**src/rtl/mano_pkg.sv**
```systemverilog
// Shared constants for the basic-computer control sequencer: opcode indices,
// timing-signal indices, instruction-register bit positions and run states.
package mano_pkg;

    localparam logic [2:0] OP_AND   = 3'd0;
    localparam logic [2:0] OP_ADD   = 3'd1;
    localparam logic [2:0] OP_LDA   = 3'd2;
    localparam logic [2:0] OP_STA   = 3'd3;
    localparam logic [2:0] OP_BUN   = 3'd4;
    localparam logic [2:0] OP_BSA   = 3'd5;
    localparam logic [2:0] OP_ISZ   = 3'd6;
    localparam logic [2:0] OP_IOREG = 3'd7;

    localparam int T0_IDX = 0;
    localparam int T1_IDX = 1;
    localparam int T2_IDX = 2;
    localparam int T3_IDX = 3;
    localparam int T4_IDX = 4;
    localparam int T5_IDX = 5;
    localparam int T6_IDX = 6;

    localparam int HLT_BIT = 0;
    localparam int IND_BIT = 15;
    localparam int OP_LSB  = 12;
    localparam int OP_MSB  = 14;

    typedef enum logic {
        ST_HALT = 1'b0,
        ST_RUN  = 1'b1
    } run_state_t;

endpackage

```
**src/rtl/dec3to8.sv**
```systemverilog
// 3-to-8 one-hot decoder used for both the timing signals and the opcode decode.
module dec3to8 (
    input  logic [2:0] i_sel,
    output logic [7:0] o_onehot
);

    generate
        for (genvar gi = 0; gi < 8; gi++) begin : g_dec
            assign o_onehot[gi] = (i_sel == 3'(gi));
        end
    endgenerate

endmodule

```
**src/rtl/seq_control.sv**
```systemverilog
// Fetch/decode sequencer: sequence counter, IR, indirect bit and run flip-flop,
// with combinational control strobes decoded from that state.
module seq_control
    import mano_pkg::*;
#(
    parameter logic START_ON_RESET = 1'b1,
    parameter int   SC_W           = 3
) (
    input  logic            CLK,
    input  logic            RST_N,
    input  logic [15:0]     IN,
    input  logic            START,
    output logic [SC_W-1:0] t,
    output logic [7:0]      T,
    output logic [7:0]      D,
    output logic            I,
    output logic [15:0]     IR_Q,
    output logic            RUN,
    output logic            LD_IR,
    output logic            INC_PC,
    output logic            LD_AR,
    output logic            INC_AR,
    output logic            CLR_SC
);

    logic [SC_W-1:0] r_sc;
    logic [15:0]     r_ir;
    logic            r_i;
    run_state_t      r_state;

    run_state_t      w_state_next;
    logic [SC_W-1:0] w_sc_next;
    logic            w_ld_i;
    logic            w_hlt;

    dec3to8 u_dec_t (
        .i_sel    (r_sc),
        .o_onehot (T)
    );

    dec3to8 u_dec_d (
        .i_sel    (r_ir[OP_MSB:OP_LSB]),
        .o_onehot (D)
    );

    assign w_hlt = D[OP_IOREG] & ~r_i & T[T3_IDX] & r_ir[HLT_BIT];

    always_ff @(posedge CLK) begin
        if (!RST_N) begin
            r_sc    <= '0;
            r_ir    <= '0;
            r_i     <= 1'b0;
            r_state <= START_ON_RESET ? ST_RUN : ST_HALT;
        end else begin
            r_sc    <= w_sc_next;
            r_state <= w_state_next;
            if (LD_IR) begin
                r_ir <= IN;
            end
            if (w_ld_i) begin
                r_i <= r_ir[IND_BIT];
            end
        end
    end

    // A halted machine parks SC at 0 so a START resumes cleanly at T0.
    always_comb begin
        w_state_next = r_state;
        w_sc_next    = '0;
        w_ld_i       = 1'b0;
        LD_IR        = 1'b0;
        INC_PC       = 1'b0;
        LD_AR        = 1'b0;
        INC_AR       = 1'b0;
        CLR_SC       = 1'b0;
        case (r_state)
            ST_HALT: begin
                if (START) begin
                    w_state_next = ST_RUN;
                end
            end
            ST_RUN: begin
                LD_IR  = T[T1_IDX];
                INC_PC = T[T1_IDX];
                LD_AR  = T[T0_IDX] | T[T2_IDX] | (~D[OP_IOREG] & r_i & T[T3_IDX]);
                INC_AR = D[OP_BSA] & T[T4_IDX];
                CLR_SC = (D[OP_IOREG] & T[T3_IDX])
                       | ((D[OP_AND] | D[OP_ADD] | D[OP_LDA] | D[OP_BSA]) & T[T5_IDX])
                       | ((D[OP_STA] | D[OP_BUN]) & T[T4_IDX])
                       | (D[OP_ISZ] & T[T6_IDX]);
                w_ld_i = T[T2_IDX];
                // HLT beats a concurrent START; SC wraps 7->0 by plain overflow.
                if (w_hlt) begin
                    w_state_next = ST_HALT;
                end else if (!CLR_SC) begin
                    w_sc_next = r_sc + SC_W'(1);
                end
            end
            default: w_state_next = ST_HALT;
        endcase
    end

    assign t    = r_sc;
    assign I    = r_i;
    assign IR_Q = r_ir;
    assign RUN  = (r_state == ST_RUN);

endmodule
```
**config.mk**
```make
export PLATFORM = sky130hd
export DESIGN_NAME = seq_control
export DESIGN_NICKNAME = d
export VERILOG_FILES = /design/src/rtl/mano_pkg.sv /design/src/rtl/dec3to8.sv /design/src/rtl/seq_control.sv
export SDC_FILE = /design/constraint.sdc
export NUM_CORES = 1
export LEC_CHECK = 0
export ABC_AREA = 1
export BUFFER_PORTS_ARGS = -buffer_cell sky130_fd_sc_hd__buf_2
export CELL_PAD_IN_SITES_DETAIL_PLACEMENT = 1
export CELL_PAD_IN_SITES_GLOBAL_PLACEMENT = 1
export CORE_AREA = 2 2 61 63
export CTS_CLUSTER_DIAMETER = 100
export DETAILED_ROUTE_END_ITERATION = 8
export DIE_AREA = 0 0 63 65
export GPL_TIMING_DRIVEN = 1
export HOLD_SLACK_MARGIN = 0.02
export PLACE_DENSITY_LB_ADDON = 0.1
export RECOVER_POWER = 100
export SLEW_MARGIN = 30
export SYNTH_ARGS = -nofsm -noshare
export SYNTH_HDL_FRONTEND = slang
export SYNTH_HIERARCHICAL = 1
export SYNTH_SLANG_ARGS = --single-unit
```
**constraint.sdc**
```tcl
create_clock -name CLK -period 2 [get_ports CLK]
set_input_delay 0.2 -clock CLK [delete_from_list [all_inputs] [get_ports CLK]]
set_output_delay 0.2 -clock CLK [all_outputs]
set_load 0.02 [all_outputs]
```
; ---- After elaboration in Yosys (flattened, before gate mapping)
; Index checks and enable logic that the tools add are counted.
; Widths: inputs -> output; s select.
[classes]
add_sub_neg = 1
n_eq_ne = 14
n_mux = 8
bitwise = 23
reduce_logical = 3
[op_table]
columns = op, n
row1 = $eq 3x3->1 const B, 8
row2 = $eq 3x2->1 const B, 4
row3 = $and 1x1->1, 10
row4 = $or 1x1->1, 9
row5 = $mux 1, 7
row6 = $eq 3x1->1 const B, 2
row7 = $logic_not 3->1, 2
row8 = $not 1->1, 4
row9 = $reduce_or 4->1, 1
row10 = $add 3x1->3 const B, 1
row11 = $pmux 1 s2, 1
[totals]
register_bits = 21
input_bits = 19
out_inout_bits = 42
word_cells = 53

; ---- Logic depth before layout (Yosys ltp)
[depth]
depth_word = 9
depth_mapped = 8
depth_no_buf = 8

; ---- By module
; Netlist, hierarchy kept.
[by_module_without_submodules]
columns = module, instances, cells_per_inst, area_each_um2, seq_area_each_um2
row1 = seq_control, 1, 110, 844.6, 420.4
row2 = dec3to8, 2, 15, 56.3, 0.0

; ---- Worst setup path after synthesis
; Ideal clock, no wire load.
[synth_timing]
kind = register to output
from = register r_sc[2], in the netlist t[2]
to = output port CLR_SC
arrival_ps = 1559
required_ps = 1800
setup_slack_ps = 241
stages_incl_launch_ff = 7
n_path_buf = 0
cell_sequence = dfxtp_1 -> inv_2 -> nor2_1 -> inv_1 -> nor2_1 -> nor2_1 -> a21oi_1
[synth_via]
elab_cells_between_ends = 12
cone_classes = 4 x eq/ne / 1 x mux / 7 x bitwise
[synth_rtl]
columns = item, line
row1 = start: declaration, seq_control.sv:26  ; logic [SC_W-1:0] r_sc;
row2 = start signal: assignment, seq_control.sv:55  ; r_sc <= w_sc_next;
row3 = $eq 3x3->1, dec3to8.sv:9  ; assign o_onehot[gi] = (i_sel == 3'(gi));
row4 = via T[4], seq_control.sv:14  ; output logic [7:0] T,
row5 = $and 1x1->1, seq_control.sv:89  ; | ((D[OP_STA] | D[OP_BUN]) & T[T4_IDX])
row6 = $or 1x1->1, seq_control.sv:89
row7 = $or 1x1->1, seq_control.sv:90  ; | (D[OP_ISZ] & T[T6_IDX]);
row8 = $mux 1, seq_control.sv:76  ; case (r_state)
row9 = end: declaration, seq_control.sv:23  ; output logic CLR_SC
; The timed path passes the listed nets, and every way through them passes these cells.

; ---- Final worst setup path
[layout_timing]
from = register r_sc[0], in the netlist t[0]
to = output port CLR_SC
[layout_via]
elab_chain_len = 6
elab_cells_between_ends = 12
cone_classes = 4 x eq/ne / 1 x mux / 7 x bitwise
[layout_lines]
columns = item, line
row1 = $eq 3x2->1 or $eq 3x3->1 (tied branches), dec3to8.sv:9
row2 = $and 1x1->1 (on tied branches), "seq_control.sv:87, seq_control.sv:88"
row3 = $or 1x1->1, seq_control.sv:88  ; | ((D[OP_AND] | D[OP_ADD] | D[OP_LDA] | D[OP_BSA]) & T[T5_IDX])
row4 = $or 1x1->1, seq_control.sv:89
row5 = $or 1x1->1 *, seq_control.sv:90
row6 = $mux 1 *, seq_control.sv:76
; Every way passes the cells marked *; elsewhere a longest branch is shown, timed or not.

==> out/metrics.yaml <==
min_period_ns: 1.835
num_vias: 1089
wl_per_cell_um: 11.56
worstMarginPinSlew_ns: 0.3088
synth_area_um2: 957.2
relSlewSlack_pct: 79.38
max-cap-violations: 0
antenna_cells: 0
die_h_um: 65
ys_top_cells_by_area: "dfxtp_1, nor2_1, nand2_1, o21ai_1, o21ai_0"
status: "finished clean"
final_cells: 248
drive_above_1_share_pct: 14.00
synth-seq-cells: 21
yosysTopAreaCellShare_pct: 43.92
cts.hold.buffers_added: 0
cts_buffer_depth: 2
cts-htree-levels: 1
postRouteWirelength_um: 2868
setup_viol: 0
cts_tree: "yes"
tns_ns: 0
root_buffer: "clkbuf_4"
core_um2: 3496
num_rows: 22
die_area_um2: 4095
grt_pass1_wl_um: 4402
netlist-cell-type-count: 19
critPathCaptureType: "output port"
clock_sinks: 21
syn_to_final_growth_pct: 30.72
numPortBuffers: 60
worstPathMaxFanout: 6
worstPathRequired_ns: 1.80
max_freq_mhz: 544.8
finalHoldViolCount: 0
initial_core_util_pct: 27.38
startpoint_type: "flip-flop"
post-place-cells: 244
drc: 0
rsz0062_at_grt: "false"
setup.worst_path.class: "reg2out"
powerDensity_nw_per_um2: 833.1
finalCritPeriodShare_pct: 91.77
hp-class: "in2reg"
antenna_found_initial: 0
place_hpwl_um: 2300
first_global_vias: 982
yosysSeqAreaShare_pct: 43.92
num-fill-cells: 495
yosys.area.top_type: "dfxtp_1"
final_nets: 221
clock_latency_ns: 0.30
grt_max_degree: 19
gp_congestion: 0.7508
p_leak_uw: 0.0005424
grt_use_total_pct: 13.24
skew_ns: 0.007234
firstDrtPassIters: 4
syn_inst: 140
top_level_ports: 61
vdd_ir_drop_max_mv: 0.2567
yosysWarningCount: 6
die_w_um: 63
critPathArrivalTime_ns: 1.64
vias_per_cell: 4.391
final_core_util_pct: 35.79
drtAntennaViolNets: 0
placed_area_um2: 1274
avgSynthCellArea_um2: 6.837
drtIter0Drc: 24
final_area_um2: 1251
cts-buffers-inserted: 3
cts_resized: 0
cts_setup_buffers: 0
cts.reportedPaths.clkPinSlew_ns: 0.11
grt_overflow: 0
synth_nets: 160
slew_violations: 0
==> cells by family (layout without fill, tap and decap cells) <==
| kind of cell | Yosys count | count (layout) | synth area share [%] |
|---|---|---|---|
| AND/OR/NAND/NOR | 78 | 78 | 32.16 |
| buffers and inverters | 17 | 77 | 10.20 |
| adder cells (fa/ha/maj) | 1 | 1 | 1.307 |
| AO/OA/AOI/OAI | 22 | 22 | 11.50 |
| XOR/XNOR | 1 | 1 | 0.9152 |
| flip-flops | 21 | 21 | 43.92 |
==> cell usage in the layout (no fill, tap or decap), drive strengths merged <==
| cell type | n |
|---|---|
| nor3 | 1 |
| xnor2 | 1 |
| nor2 | 56 |
| inv | 13 |
| dfxtp | 21 |
| clkbuf | 45 |
| a21oi | 5 |
| nand3 | 2 |
| nand2 | 18 |
| o21ai | 17 |
| nand3b | 1 |
| ha | 1 |
| buf | 19 |
==> final timing paths <==
path	start	depth (start not counted)	slack, ns	endpoint
worst max-delay path	t[0]$_SDFF_PP0_	7	0.16	CLR_SC
worst min-delay path	IN[15]	3	0.13	IR_Q[15]$_SDFFE_PN0P_
worst max register to register	t[0]$_SDFF_PP0_	6	0.63	IR_Q[6]$_SDFFE_PN0P_
worst min register to register	IR_Q[1]$_SDFFE_PN0P_	2	0.49	IR_Q[1]$_SDFFE_PN0P_
==> power breakdown <==
group | internal (uW) | leakage (uW) | switching (uW)
registers | 463 | 0.000173 | 36.7
clock network | 77.6 | 0.0000150 | 121
logic | 98.8 | 0.000354 | 245
==> synth_stat cells <==
cell type,count
buf_6,1
nand2_1,17
o21ai_0,8
nor2_1,56
ha_1,1
buf_4,1
inv_2,2
nand3b_1,1
o21ai_1,9
xnor2_1,1
buf_2,1
buf_12,1
nand3_1,2
inv_1,10
a21oi_1,5
nor3_1,1
dfxtp_1,21
inv_6,1
nand2_4,1
==> per-layer routing <==
metal / track usage, % / wire length, um
met1: 15.58 / 1210
met2: 23.80 / 1408
met3: 2.951 / 231
met4: 4.167 / 17
met5: 0 / 0
==> worst max-delay path, stage by stage (launching register included) <==
cell and delay, ns:
dfxtp_1 0.44, nand2_1 0.10, nor2_1 0.23, nand2_1 0.12
nand2_1 0.08, nor2_1 0.06, a21oi_1 0.13, clkbuf_2 0.19
==> layout make-up <==
| class | instances | area (um2) | share of cell area [%] |
|---|---|---|---|
| multi-input cells | 102 | 439.2 | 35.10 |
| flip-flops and latches | 21 | 420.4 | 33.60 |
| repair buffers | 60 | 251.5 | 20.10 |
| well taps | 48 | 60.06 | 4.800 |
| inverters | 13 | 53.80 | 4.300 |
| clock buffers | 4 | 26.28 | 2.100 |
==> registers in the layout (all words and copies together), names as in the netlist <==
register	flops
IR_Q	16
I	1
RUN	1
t	3
==> metrics by stage <==
stage | power, uW | setup WS, ns | hold slack, ns
finish | 1042 | 0.1646 | 0.1277
global route | 1119 | 0.02289 | 0.1406
CTS | 1083 | 0.1481 | 0.1177
detailed placement | 878.5 | 0.5132 | 0.4443
global placement | 866.5 | 0.5586 | 0.4342
floorplan | 762.9 | 0.2406 | 0.3228
(Power assumes the default switching activity.)
